$ cat src/rtl/result_serializer_pkg.sv
// Shared types and sizing for the result serializer and its byte handshake.
package result_serializer_pkg;

   localparam int unsigned N_ELEM_DEF      = 9;
   localparam int unsigned ELEM_W_DEF      = 16;
   localparam int unsigned ACK_TIMEOUT_DEF = 16;

   localparam int unsigned BYTES_PER_ELEM = ELEM_W_DEF / 8;
   localparam int unsigned TOTAL_BYTES    = N_ELEM_DEF * BYTES_PER_ELEM;

   // Serializer states; the handshake uses WaitIdle..WaitDone, the top uses Idle/Send/Next.
   typedef enum logic [2:0] {
      StIdle     = 3'd0,
      StWaitIdle = 3'd1,
      StSend     = 3'd2,
      StWaitAck  = 3'd3,
      StWaitDone = 3'd4,
      StNext     = 3'd5
   } ser_state_t;

   // Board-level sequencer states, shared so the top level and this block agree.
   typedef enum logic [2:0] {
      TopIdle       = 3'd0,
      TopRecvA      = 3'd1,
      TopRecvB      = 3'd2,
      TopCalc       = 3'd3,
      TopSendResult = 3'd4
   } top_state_t;

   function automatic int unsigned total_bytes(input int unsigned n_elem,
                                               input int unsigned elem_w);
      return n_elem * (elem_w / 8);
   endfunction

endpackage

$ cat src/rtl/result_serializer_tx_handshake.sv
// One-byte start/busy handshake towards uart_tx, with a timeout on the busy acknowledge.
module result_serializer_tx_handshake
   import result_serializer_pkg::*;
#(
   parameter int unsigned ACK_TIMEOUT = ACK_TIMEOUT_DEF
) (
   input  logic       clk,
   input  logic       rst,
   input  logic       byte_req,
   input  logic [7:0] byte_in,
   input  logic       tx_busy,
   output logic [7:0] tx_data,
   output logic       tx_start,
   output logic       byte_done,
   output logic       timeout
);

   localparam int unsigned CNT_W = $clog2(ACK_TIMEOUT + 1);

   ser_state_t       state;
   logic [CNT_W-1:0] ack_cnt;

   // Completion and abort strobes are combinational so the owner reacts on the same edge.
   assign byte_done = (state == StWaitDone) && !tx_busy;
   assign timeout   = (state == StWaitAck) && !tx_busy && (ack_cnt == CNT_W'(ACK_TIMEOUT - 1));

   // Handshake sequencing with registered tx_start/tx_data.
   always_ff @(posedge clk) begin
      if (rst) begin
         state    <= StIdle;
         ack_cnt  <= '0;
         tx_start <= 1'b0;
         tx_data  <= 8'h00;
      end else begin
         tx_start <= 1'b0;
         case (state)
            StIdle: begin
               if (byte_req) state <= StWaitIdle;
            end
            StWaitIdle: begin
               if (!tx_busy) begin
                  state    <= StSend;
                  tx_start <= 1'b1;
                  tx_data  <= byte_in;
                  ack_cnt  <= '0;
               end
            end
            StSend: begin
               state <= StWaitAck;
            end
            StWaitAck: begin
               if (tx_busy) begin
                  state <= StWaitDone;
               end else if (timeout) begin
                  state   <= StIdle;
                  ack_cnt <= '0;
               end else begin
                  ack_cnt <= ack_cnt + CNT_W'(1);
               end
            end
            StWaitDone: begin
               if (!tx_busy) state <= StIdle;
            end
            default: state <= StIdle;
         endcase
      end
   end

endmodule

$ cat src/rtl/result_serializer.sv
// Captures the multiplier result on load and streams it MS-byte-first, element 0 first.
module result_serializer
   import result_serializer_pkg::*;
#(
   parameter int unsigned N_ELEM      = N_ELEM_DEF,
   parameter int unsigned ELEM_W      = ELEM_W_DEF,
   parameter int unsigned ACK_TIMEOUT = ACK_TIMEOUT_DEF
) (
   input  logic                     clk,
   input  logic                     rst,
   input  logic                     load,
   input  logic [N_ELEM*ELEM_W-1:0] result,
   input  logic                     tx_busy,
   output logic [7:0]               tx_data,
   output logic                     tx_start,
   output logic                     active,
   output logic                     done,
   output logic                     load_err,
   output logic                     ack_err
);

   localparam int unsigned BPE    = ELEM_W / 8;
   localparam int unsigned NBYTES = total_bytes(N_ELEM, ELEM_W);
   localparam int unsigned IDX_W  = (NBYTES > 1) ? $clog2(NBYTES) : 1;
   localparam logic [IDX_W-1:0] LAST_IDX = IDX_W'(NBYTES - 1);

   ser_state_t               state;
   logic [IDX_W-1:0]         byte_idx;
   logic [N_ELEM*ELEM_W-1:0] cap;
   logic [7:0]               byte_sel;
   logic                     accept;
   logic                     last;
   logic                     byte_req;
   logic                     byte_done;
   logic                     timeout;

   assign accept   = (state == StIdle) && load;
   assign last     = (byte_idx == LAST_IDX);
   assign byte_req = accept || ((state == StNext) && !last);

   // Result snapshot; intentionally not cleared by reset.
   always_ff @(posedge clk) begin
      if (!rst && accept) cap <= result;
   end

   // Byte b comes from element b/BPE, MS byte first within the element.
   always_comb begin
      byte_sel = 8'h00;
      for (int i = 0; i < NBYTES; i++) begin
         if (byte_idx == IDX_W'(i)) begin
            byte_sel = cap[(i / BPE) * ELEM_W + (BPE - 1 - (i % BPE)) * 8 +: 8];
         end
      end
   end

   // Transfer control; StSend spans the whole handshake for the current byte.
   always_ff @(posedge clk) begin
      if (rst) begin
         state    <= StIdle;
         byte_idx <= '0;
         active   <= 1'b0;
         done     <= 1'b0;
         load_err <= 1'b0;
         ack_err  <= 1'b0;
      end else begin
         done     <= 1'b0;
         load_err <= load && (state != StIdle);
         case (state)
            StIdle: begin
               if (load) begin
                  byte_idx <= '0;
                  active   <= 1'b1;
                  ack_err  <= 1'b0;
                  state    <= StSend;
               end
            end
            StSend: begin
               if (byte_done) begin
                  state <= StNext;
                  if (last) done <= 1'b1;
               end else if (timeout) begin
                  ack_err <= 1'b1;
                  active  <= 1'b0;
                  state   <= StIdle;
               end
            end
            StNext: begin
               if (last) begin
                  active <= 1'b0;
                  state  <= StIdle;
               end else begin
                  byte_idx <= byte_idx + IDX_W'(1);
                  state    <= StSend;
               end
            end
            default: state <= StIdle;
         endcase
      end
   end

   result_serializer_tx_handshake #(
      .ACK_TIMEOUT (ACK_TIMEOUT)
   ) u_tx_handshake (
      .clk       (clk),
      .rst       (rst),
      .byte_req  (byte_req),
      .byte_in   (byte_sel),
      .tx_busy   (tx_busy),
      .tx_data   (tx_data),
      .tx_start  (tx_start),
      .byte_done (byte_done),
      .timeout   (timeout)
   );

endmodule
$ cat config.mk
export PLATFORM = sky130hd
export DESIGN_NAME = result_serializer
export DESIGN_NICKNAME = d
export VERILOG_FILES = /design/src/rtl/result_serializer_pkg.sv /design/src/rtl/result_serializer_tx_handshake.sv /design/src/rtl/result_serializer.sv
export SDC_FILE = /design/constraint.sdc
export NUM_CORES = 1
export LEC_CHECK = 0
export ABC_AREA = 1
export CAP_MARGIN = 25
export CORE_MARGIN = 10
export CORE_UTILIZATION = 55
export CTS_CLUSTER_DIAMETER = 120
export DETAILED_ROUTE_END_ITERATION = 10
export PLACE_DENSITY_LB_ADDON = 0.08
export SYNTH_ARGS = -nofsm -noshare
export SYNTH_HDL_FRONTEND = slang
export SYNTH_HIERARCHICAL = 1
export SYNTH_SLANG_ARGS = --single-unit
$ cat constraint.sdc
create_clock -name clk -period 22.5 [get_ports clk]
set_input_delay 2.25 -clock clk [delete_from_list [all_inputs] [get_ports clk]]
set_output_delay 2.25 -clock clk [all_outputs]
set_load 0.02 [all_outputs]
==> impl_metrics.xml <==
<?xml version="1.0" encoding="UTF-8"?>
<metrics>
  <group name="hold_path">
    <metric name="worst_hold_startpoint" unit="">u_tx_handshake/ack_cnt[4]</metric>
    <metric name="hold_class" unit="">reg2reg</metric>
    <metric name="holdPathEnd" unit="">u_tx_handshake/ack_cnt[4]</metric>
    <metric name="holdPathStages" unit="">2</metric>
  </group>
  <group name="worst_setup_path">
    <metric name="critical_path.reg2reg.startpoint" unit="">byte_idx[0]</metric>
    <metric name="worst_reg_to_reg_cells" unit="">25</metric>
    <metric name="crit-reg2reg-capture" unit="">u_tx_handshake/tx_data[7]</metric>
    <metric name="timing.critical_path.fanout_max" unit="">77</metric>
    <metric name="cp.arrival" unit="ps">4750</metric>
    <metric name="crit_path_start_kind" unit="">primary input</metric>
    <metric name="kind_of_critical_path" unit="">in2reg</metric>
    <metric name="end_kind" unit="">register</metric>
    <metric name="r2r_setup_slack" unit="ps">19620</metric>
    <metric name="worst_ep_required_time" unit="ps">22540</metric>
    <metric name="critical_path.startpoint" unit="">rst</metric>
  </group>
  <group name="run">
    <metric name="max-cap-violations" unit="">0</metric>
  </group>
  <group name="global_route">
    <metric name="globalRoute.totalOverflow" unit="">0</metric>
    <metric name="grt_pass1_vias" unit="">5703</metric>
    <metric name="grt_util_all_layers" unit="%">19.2</metric>
    <metric name="antenna_found_initial" unit="">0</metric>
    <metric name="grt_max_degree" unit="">78</metric>
    <metric name="grt_first_pass_wirelength" unit="um">27700</metric>
  </group>
  <group name="synth">
    <metric name="synth_top_cell_by_area" unit="">edfxtp_1</metric>
    <metric name="yosysWarningCount" unit="">6</metric>
    <metric name="yosys_most_used_dff" unit="">edfxtp_1</metric>
    <metric name="synth.yosys.seq_area_share" unit="%">65.5</metric>
    <metric name="synth_area_leaders" unit="">edfxtp_1, nand2_1, dfxtp_1</metric>
    <metric name="instance_count_of_the_mapped_netlist" unit="">731</metric>
    <metric name="synth.distinct_cells" unit="">37</metric>
    <metric name="yosys_register_bits" unit="">172</metric>
    <metric name="synth_top_area_share" unit="%">57.9</metric>
    <metric name="synth.cell_area" unit="um2">7460</metric>
    <metric name="synth_edf_count" unit="">144</metric>
    <metric name="synth.most_common_cell" unit="">nand2_1</metric>
    <metric name="async_set_or_reset_flop_fraction_in_the_synthesized_netlist" unit="%">0</metric>
    <metric name="ys_top_cells_by_count" unit="">nand2_1, edfxtp_1, inv_1, nand3_1, nor2_1</metric>
    <metric name="synthesized_nets" unit="">889</metric>
    <metric name="synth.avg_cell_area" unit="um2">10.2</metric>
  </group>
  <group name="final_layout">
    <metric name="area_growth_syn_to_layout" unit="%">31.5</metric>
    <metric name="insertedDiodeCount" unit="">0</metric>
    <metric name="final_cell_count_no_fill" unit="">1088</metric>
    <metric name="final_util" unit="%">74.1</metric>
    <metric name="nets" unit="">1059</metric>
    <metric name="drive_gt1_share" unit="%">8.22</metric>
  </group>
  <group name="pwr">
    <metric name="vdd_ir_drop_max" unit="uV">55.3</metric>
    <metric name="leakage" unit="nW">3.80</metric>
    <metric name="cellPowerDensity" unit="nW/um2">80.8</metric>
  </group>
  <group name="clock_tree">
    <metric name="tritoncts_num_sinks" unit="">172</metric>
    <metric name="cts-root-to-sink-buffers" unit="">2</metric>
    <metric name="post_cts.resized_instances" unit="">0</metric>
    <metric name="cts_hold_bufs" unit="">0</metric>
    <metric name="ctsHtreeMaxLevel" unit="">4</metric>
    <metric name="cts.root.buffer_cell" unit="">clkbuf_16</metric>
    <metric name="numCtsBuffers" unit="">17</metric>
    <metric name="path_clk_slew" unit="ps">60</metric>
    <metric name="cts_setup_buffers" unit="">0</metric>
    <metric name="tritoncts_clock_tree" unit="">yes</metric>
    <metric name="clk-insertion-delay-late" unit="ps">420</metric>
  </group>
  <group name="sta">
    <metric name="timing.final.crit_period" unit="ps">4710</metric>
    <metric name="slew_violations" unit="">0</metric>
    <metric name="setup_total_neg_slack" unit="ps">0</metric>
    <metric name="timing.fmax" unit="MHz">212</metric>
    <metric name="maxSlewHeadroom" unit="%">39.4</metric>
    <metric name="postLayoutSetupSlackWorst" unit="ps">17790</metric>
    <metric name="pin_slew_with_the_least_headroom_to_its_limit" unit="ps">909</metric>
    <metric name="timing.final.setup_violations" unit="">0</metric>
    <metric name="layout_worst_path_cycle_share" unit="%">20.9</metric>
    <metric name="setup_repair_after_global_routing_missed_its_margin" unit="">no</metric>
    <metric name="hold_viol_final" unit="">0</metric>
    <metric name="holdWs" unit="ps">453</metric>
    <metric name="skew_final" unit="ps">6.31</metric>
  </group>
  <group name="floorplanning">
    <metric name="std_cell_rows" unit="">42</metric>
    <metric name="initial_cell_density_of_the_core" unit="%">56.3</metric>
    <metric name="placeableCoreArea" unit="um2">13200</metric>
    <metric name="dieArea" unit="um2">18600</metric>
    <metric name="die-height" unit="um">136</metric>
    <metric name="die_width" unit="um">136</metric>
    <metric name="boundaryPins" unit="">161</metric>
  </group>
  <group name="detailed_routing">
    <metric name="final_antenna_net_count" unit="">0</metric>
    <metric name="detail_route.drc_violations" unit="">0</metric>
    <metric name="wl_per_cell" unit="um">16.1</metric>
    <metric name="drt_first_pass_iters" unit="">5</metric>
    <metric name="postRouteWirelength" unit="um">17500</metric>
    <metric name="viasPerCell" unit="">5.10</metric>
    <metric name="drtIter0Drc" unit="">418</metric>
    <metric name="via_count" unit="">5545</metric>
  </group>
  <group name="placed_design">
    <metric name="placement.setup.worst_slack" unit="ps">17360</metric>
    <metric name="gpl.final_weighted_congestion" unit="">0.874</metric>
    <metric name="port_buffers" unit="">160</metric>
    <metric name="dp_hpwl" unit="um">13300</metric>
    <metric name="dpl.cell_count" unit="">1058</metric>
  </group>
  <group name="status">
    <metric name="run_status" unit="">finished, final reports clean</metric>
  </group>
</metrics>
## area by class of cell
class	count	area, um2
Inverter	98	368
Fill cell	940	3430
Clock buffer	20	437
Tap cell	176	220
Timing Repair Buffer	162	1620
Clock inverter	10	124
Sequential cell	172	4880
Multi-Input combinational cell	450	2160
## critical path: stages
cell             delay (ps)
clkdlybuf4s50_1         690
nor2_4                  200
buf_4                   660
buf_4                   850
## sequential cells by signal, summed over array words and instances (netlist names)
register,cells
cap,144
u_tx_handshake/state,3
ack_err,1
u_tx_handshake/tx_data,8
done,1
load_err,1
u_tx_handshake/ack_cnt,5
byte_idx,5
active,1
state,2
u_tx_handshake/tx_start,1
## power by group
part | switching [W] | internal [W] | leakage (nW)
sequential | 0.00000833 | 0.000368 | 1.56
combinational | 0.0000775 | 0.0000562 | 1.96
clock | 0.000111 | 0.000172 | 0.274
total | 0.000196 | 0.000596 | 3.80
## routing by layer
| layer | vias to the layer above | global-route usage [%] | routed length (um) |
|---|---|---|---|
| met3 | 21 | 6.64 | 1210 |
| met2 | 181 | 32.1 | 8810 |
| li1 | 2761 | - | - |
| met5 | - | 0 | 0 |
| met1 | 2582 | 23.3 | 7300 |
| met4 | 0 | 4.79 | 182 |
## worst max-delay path by stage
stage              end  slack (ps)  cells after the start
2_1_floorplan   cap[0]       13400                      2
3_3_place_gp   cap[41]       17430                      4
3_5_place_dp   cap[44]       17360                      4
4_1_cts        cap[22]       17800                      4
5_1_grt         cap[0]       17580                      4
6_report       cap[18]       17790                      4
## kinds of logic after synthesis
logic type      after synthesis  synth area share (%)
xor+xnor                      1                 0.117
buf+inv                     109                  5.63
compound gates               66                  4.81
flops                       172                  65.5
fa+ha+maj                    10                  1.68
mux                           1                 0.134
simple gates                372                  22.2
## placed cells by master (no fill, tap or decap), drive strengths merged, types with 2 or more instances in the layout
cell and n:
nand2 236, dfxtp 28, nor3b 2, a211oi 5, clkbuf 20, buf 2, edfxtp 144, bufinv 3
o21bai 2, nor2 42, clkinv 7, o21ai 38, inv 98, nand3 61, ha 10, a21oi 17
clkdlybuf4s50 160, nor3 8, or2 18, nand4 3
## through the flow
stage                     total power, W  area [um2]
after floorplan                 0.000459        7460
after global routing            0.000828        9810
after detailed placement        0.000516        9250
after global placement          0.000512        9250
after CTS                       0.000796        9810
final                           0.000793        9810
Power figures use the tool's default switching activity.
==> variant 1, RTL diff (config.mk and constraints unchanged) <==
The package constant `ELEM_W_DEF` goes from 16 to 32.
--- a/src/rtl/result_serializer_pkg.sv
+++ b/src/rtl/result_serializer_pkg.sv
@@ -2,7 +2,7 @@
 package result_serializer_pkg;
 
    localparam int unsigned N_ELEM_DEF      = 9;
-   localparam int unsigned ELEM_W_DEF      = 16;
+   localparam int unsigned ELEM_W_DEF      = 32;
    localparam int unsigned ACK_TIMEOUT_DEF = 16;
 
    localparam int unsigned BYTES_PER_ELEM = ELEM_W_DEF / 8;
Ports: changed (resized result); port bits go from 161 to 305. No check against the original RTL was run, so the function may have changed too.
==> variant 1 against the original RTL <==
Sequential cell count increased by 145; setup slack got worse by 0.35 ns; utilization increased by 0.29 points; total power increased by 79%; area after synthesis increased by 84%; final area increased by 85%; routed wire length increased by 100%.
==> variant 1: results (changes against the original RTL) <==
DR WL met3 - 2890 um (was 1210 um)
Met2 wire length - 17600 um (was 8810 um)
Worst setup path end - cap[13] (was cap[18])
Crit Path Max Fanout - 80 (was 77)
Setup slack at placement - 16.66 ns (was 17.36 ns)
Layout cell share with drive strength beyond 1 - 7.08% (was 8.22%)
Post-synth top cells - nand2_1, edfxtp_1, inv_1 (unchanged)
Top Registers - cap (288), u_tx_handshake/tx_data (8), byte_idx (6) (was cap (144), u_tx_handshake/tx_data (8))
Met1 WL - 14300 um (was 7300 um)
Worst reg2reg setup slack - 18.00 ns (was 19.62 ns)
Gr usage total - 21.9% (was 19.2%)
Post-route insts no fill - 1995 (was 1088)
Total CTS buffers - 34 (was 17)
Peak VDD IR - 0.0639 mV (was 0.0553 mV)
Status - complete, no violations (unchanged)
Placed Area - 0.0171 sq mm (was 0.00925 sq mm)
Final WL - 35500 um (was 17500 um)
Register area share after synthesis - 67.2% (was 65.5%)
Vias in the first global route - 10.4k (was 5703)
CTS H-Tree Depth - 2 (was 4)
Post-synth EDFFs - 288 (was 144)
Cell variety after synth - 43 (was 37)
Critical path arrival - 5.21 ns (was 4.75 ns)
Reg2Reg Depth - 39 (was 25)
Post-DP HPWL - 26800 um (was 13300 um)
Leak - 7.06 nW (was 3.80 nW)
Vias - 10.1k (was 5545)
Largest net degree at the start of global routing - 86 (was 78)
Synth top area cells - edfxtp_1, nand2_1, dfxtp_1 (unchanged)
==> variant 1: changes by cell type after synthesis, moves of 13 or more <==
| cell | before | now |
|---|---|---|
| nand3_1 | 59 | 46 |
| nand2_1 | 230 | 415 |
| inv_1 | 77 | 153 |
| or2_2 | 6 | 23 |
| a21oi_1 | 17 | 80 |
| o21ai_0 | 30 | 57 |
| edfxtp_1 | 144 | 288 |
| nor2_1 | 32 | 107 |
==> variant 1: kinds of logic (layout without fill, tap and decap cells) <==
kind of cell	Yosys count	after routing	share of synthesized area, %
compound gates	165	165	6.36
xor+xnor	1	1	0.0638
fa+ha+maj	9	9	0.820
buf+inv	189	536	5.48
flops	317	317	67.2
mux	1	1	0.0729
other cells	0	5	0
simple gates	637	637	20.0
==> variant 1: routing by layer <==
metal / GRT usage [%] / up-vias
li1: - / 5022
met1: 27.3 / 4717
met2: 36.7 / 329
met3: 6.05 / 43
met4: 6.22 / 0
met5: 0 / -
==> variant 1: layout make-up <==
class | count | area (sq um)
Multi-Input combinational cell | 813 | 3760
Timing Repair Buffer | 312 | 3120
Antenna cell | 5 | 12.5
Clock buffer | 44 | 962
Inverter | 165 | 619
Fill cell | 1672 | 6260
Tap cell | 324 | 405
Sequential cell | 317 | 9230
Clock inverter | 15 | 91.3
==> variant 1: worst min-delay path by stage <==
stage,slack (ns),start,end
after floorplan,0.42,u_tx_handshake/ack_cnt[4],u_tx_handshake/ack_cnt[4]
after CTS,0.45,u_tx_handshake/ack_cnt[4],u_tx_handshake/ack_cnt[4]
after detailed placement,0.44,u_tx_handshake/ack_cnt[4],u_tx_handshake/ack_cnt[4]
final,0.45,u_tx_handshake/ack_cnt[4],u_tx_handshake/ack_cnt[4]
after global routing,0.47,u_tx_handshake/ack_cnt[4],u_tx_handshake/ack_cnt[4]
after global placement,0.44,u_tx_handshake/ack_cnt[4],u_tx_handshake/ack_cnt[4]
==> variant 1: power groups by stage <==
stage,sequential [mW],combinational [mW],clock (mW)
floorplan,0.724,0.0987,0
global placement,0.706,0.195,0
detailed placement,0.708,0.199,0
CTS,0.696,0.201,0.535
global route,0.698,0.223,0.558
finish,0.695,0.200,0.526
==> variant 1: tightest hold or removal path: cells and delay by family, from the launching register on <==
| kind | cells | cell delay, ns |
|---|---|---|
| simple gates | 1 | 0.05 |
| flops | 1 | 0.29 |
| buf+inv | 1 | 0.06 |
==> variant 2, RTL diff (same settings) <==
Made on the original files. Make the reset (`rst`) asynchronous in 2 clocked blocks.
--- a/src/rtl/result_serializer_tx_handshake.sv
+++ b/src/rtl/result_serializer_tx_handshake.sv
@@ -25,7 +25,7 @@
    assign timeout   = (state == StWaitAck) && !tx_busy && (ack_cnt == CNT_W'(ACK_TIMEOUT - 1));
 
    // Handshake sequencing with registered tx_start/tx_data.
-   always_ff @(posedge clk) begin
+   always_ff @(posedge clk or posedge rst) begin
       if (rst) begin
          state    <= StIdle;
          ack_cnt  <= '0;
--- a/src/rtl/result_serializer.sv
+++ b/src/rtl/result_serializer.sv
@@ -54,7 +54,7 @@
    end
 
    // Transfer control; StSend spans the whole handshake for the current byte.
-   always_ff @(posedge clk) begin
+   always_ff @(posedge clk or posedge rst) begin
       if (rst) begin
          state    <= StIdle;
          byte_idx <= '0;
Check against the original RTL: differs if rst is asserted again (counterexample within 4 cycles, from zero or initial values and one cycle with rst high); with rst held inactive, the same outputs for 10 cycles.
==> variant 2 against the original RTL <==
Final area increased by 1.5%; area after synthesis increased by 1.8%; total power increased by 18%; sequential cell count unchanged; setup slack improved by 1.0 ns; clock power increased by 6%; count of clock-buffer cells in the layout decreased by 3; routed wire length increased by 4.3%; largest power group unchanged.
==> variant 2: results (changes against the original RTL) <==
Status - complete, no violations (unchanged)
Ys async rst share - 16.3% (was 0%)
Crit Path Max Fanout - 2 (was 77)
Relative slew slack - 50.6% (was 39.4%)
Synth Area in Compound Gates - 4.82% (was 4.81%)
Drt wl/cell - 16.9 um (was 16.1 um)
Met3 Use GR - 6.12% (was 6.64%)
Worst Clk Skew - 0.00717 ns (was 0.00631 ns)
Drt pass-1 iters - 4 (was 5)
Iteration-0 DRC Markers - 483 (was 418)
Vias in the first global route - 5821 (was 5703)
Critical path arrival - 1.42 ns (was 4.75 ns)
Worst Setup SP - u_tx_handshake/tx_data[2] (was rst)
Mux contribution to synthesized area - 0% (was 0.134%)
DR WL met3 - 1370 um (was 1210 um)
Largest net degree at the start of global routing - 87 (was 78)
Int Pwr - 0.656 mW (was 0.596 mW)
Gr usage total - 19.8% (was 19.2%)
WHS Endpoint - u_tx_handshake/tx_data[6] (was u_tx_handshake/ack_cnt[4])
Post-DP HPWL - 13500 um (was 13300 um)
HP Start - u_tx_handshake/tx_data[6] (was u_tx_handshake/ack_cnt[4])
Layout cell share with drive strength beyond 1 - 8.94% (was 8.22%)
Worst setup path end - tx_data[2] (was cap[18])
Met1 WL - 7500 um (was 7300 um)
Reg-to-Reg End - u_tx_handshake/tx_data[2] (was u_tx_handshake/tx_data[7])
Met2 Use GR - 32.4% (was 32.1%)
Post-synth top cells - nand2_1, edfxtp_1, inv_1 (unchanged)
CP delay by family, top - buffers and inverters (unchanged)
GR Layer Usage met1 - 24.0% (was 23.3%)
Synth top area cells - edfxtp_1, nand2_1, dfrtp_1 (was edfxtp_1, nand2_1, dfxtp_1)
Cell variety after synth - 40 (was 37)
First-pass GRT wire length - 28700 um (was 27700 um)
Vias - 5620 (was 5545)
CP max-delay cell - clkdlybuf4s50_1 (was buf_4)
Post-Place Cells - 1050 (was 1058)
XOR/XNOR Fraction of Synth Area - 0.115% (was 0.117%)
Reg2Reg Launch Point - byte_idx[1] (was byte_idx[0])
Net Count, Synth - 881 (was 889)
Final Wtd Congestion - 0.874 (about the same)
Reg2Reg Depth - 24 (was 25)
Met2 wire length - 9010 um (was 8810 um)
Top routing layer in use - met4 (unchanged)
CP max stage delay - 0.62 ns (was 0.85 ns)
Hold slack - 0.484 ns (was 0.453 ns)
Worst-case clock buffer depth - 2 (unchanged)
Leak - 4.01 nW (was 3.80 nW)
Adder-cell area share of the yosys netlist - 1.65% (was 1.68%)
Peak VDD IR - 0.0573 mV (was 0.0553 mV)
Mapped Cells - 723 (was 731)
Register area share after synthesis - 66.1% (was 65.5%)
Final WL - 18300 um (was 17500 um)
Worst reg2reg setup slack - 19.37 ns (was 19.62 ns)
==> variant 2: power by group through the flow <==
stage	clock [mW]	combinational [mW]	sequential [mW]
final	0.298	0.227	0.413
after global placement	0	0.215	0.418
after detailed placement	0	0.222	0.419
after floorplan	0	0.122	0.432
after global routing	0.313	0.253	0.417
after CTS	0.299	0.225	0.414
==> variant 2: cell type report <==
type / instances / area [sq um]
flip-flops and latches: 172 / 5020
clock inverters: 14 / 168
inverters: 93 / 352
clock buffers: 17 / 425
well taps: 176 / 220
multi-input cells: 447 / 2130
fillers: 920 / 3440
repair buffers: 163 / 1640
==> variant 2: per-stage QoR <==
step	util [%]	setup slack (ns)	cell area, sq um
5_1_grt	74.4	18.64	9960
2_1_floorplan	-	13.54	7600
3_5_place_dp	69.7	18.24	9340
4_1_cts	74.2	18.68	9940
6_report	74.4	18.83	9960
3_3_place_gp	69.7	18.27	9340
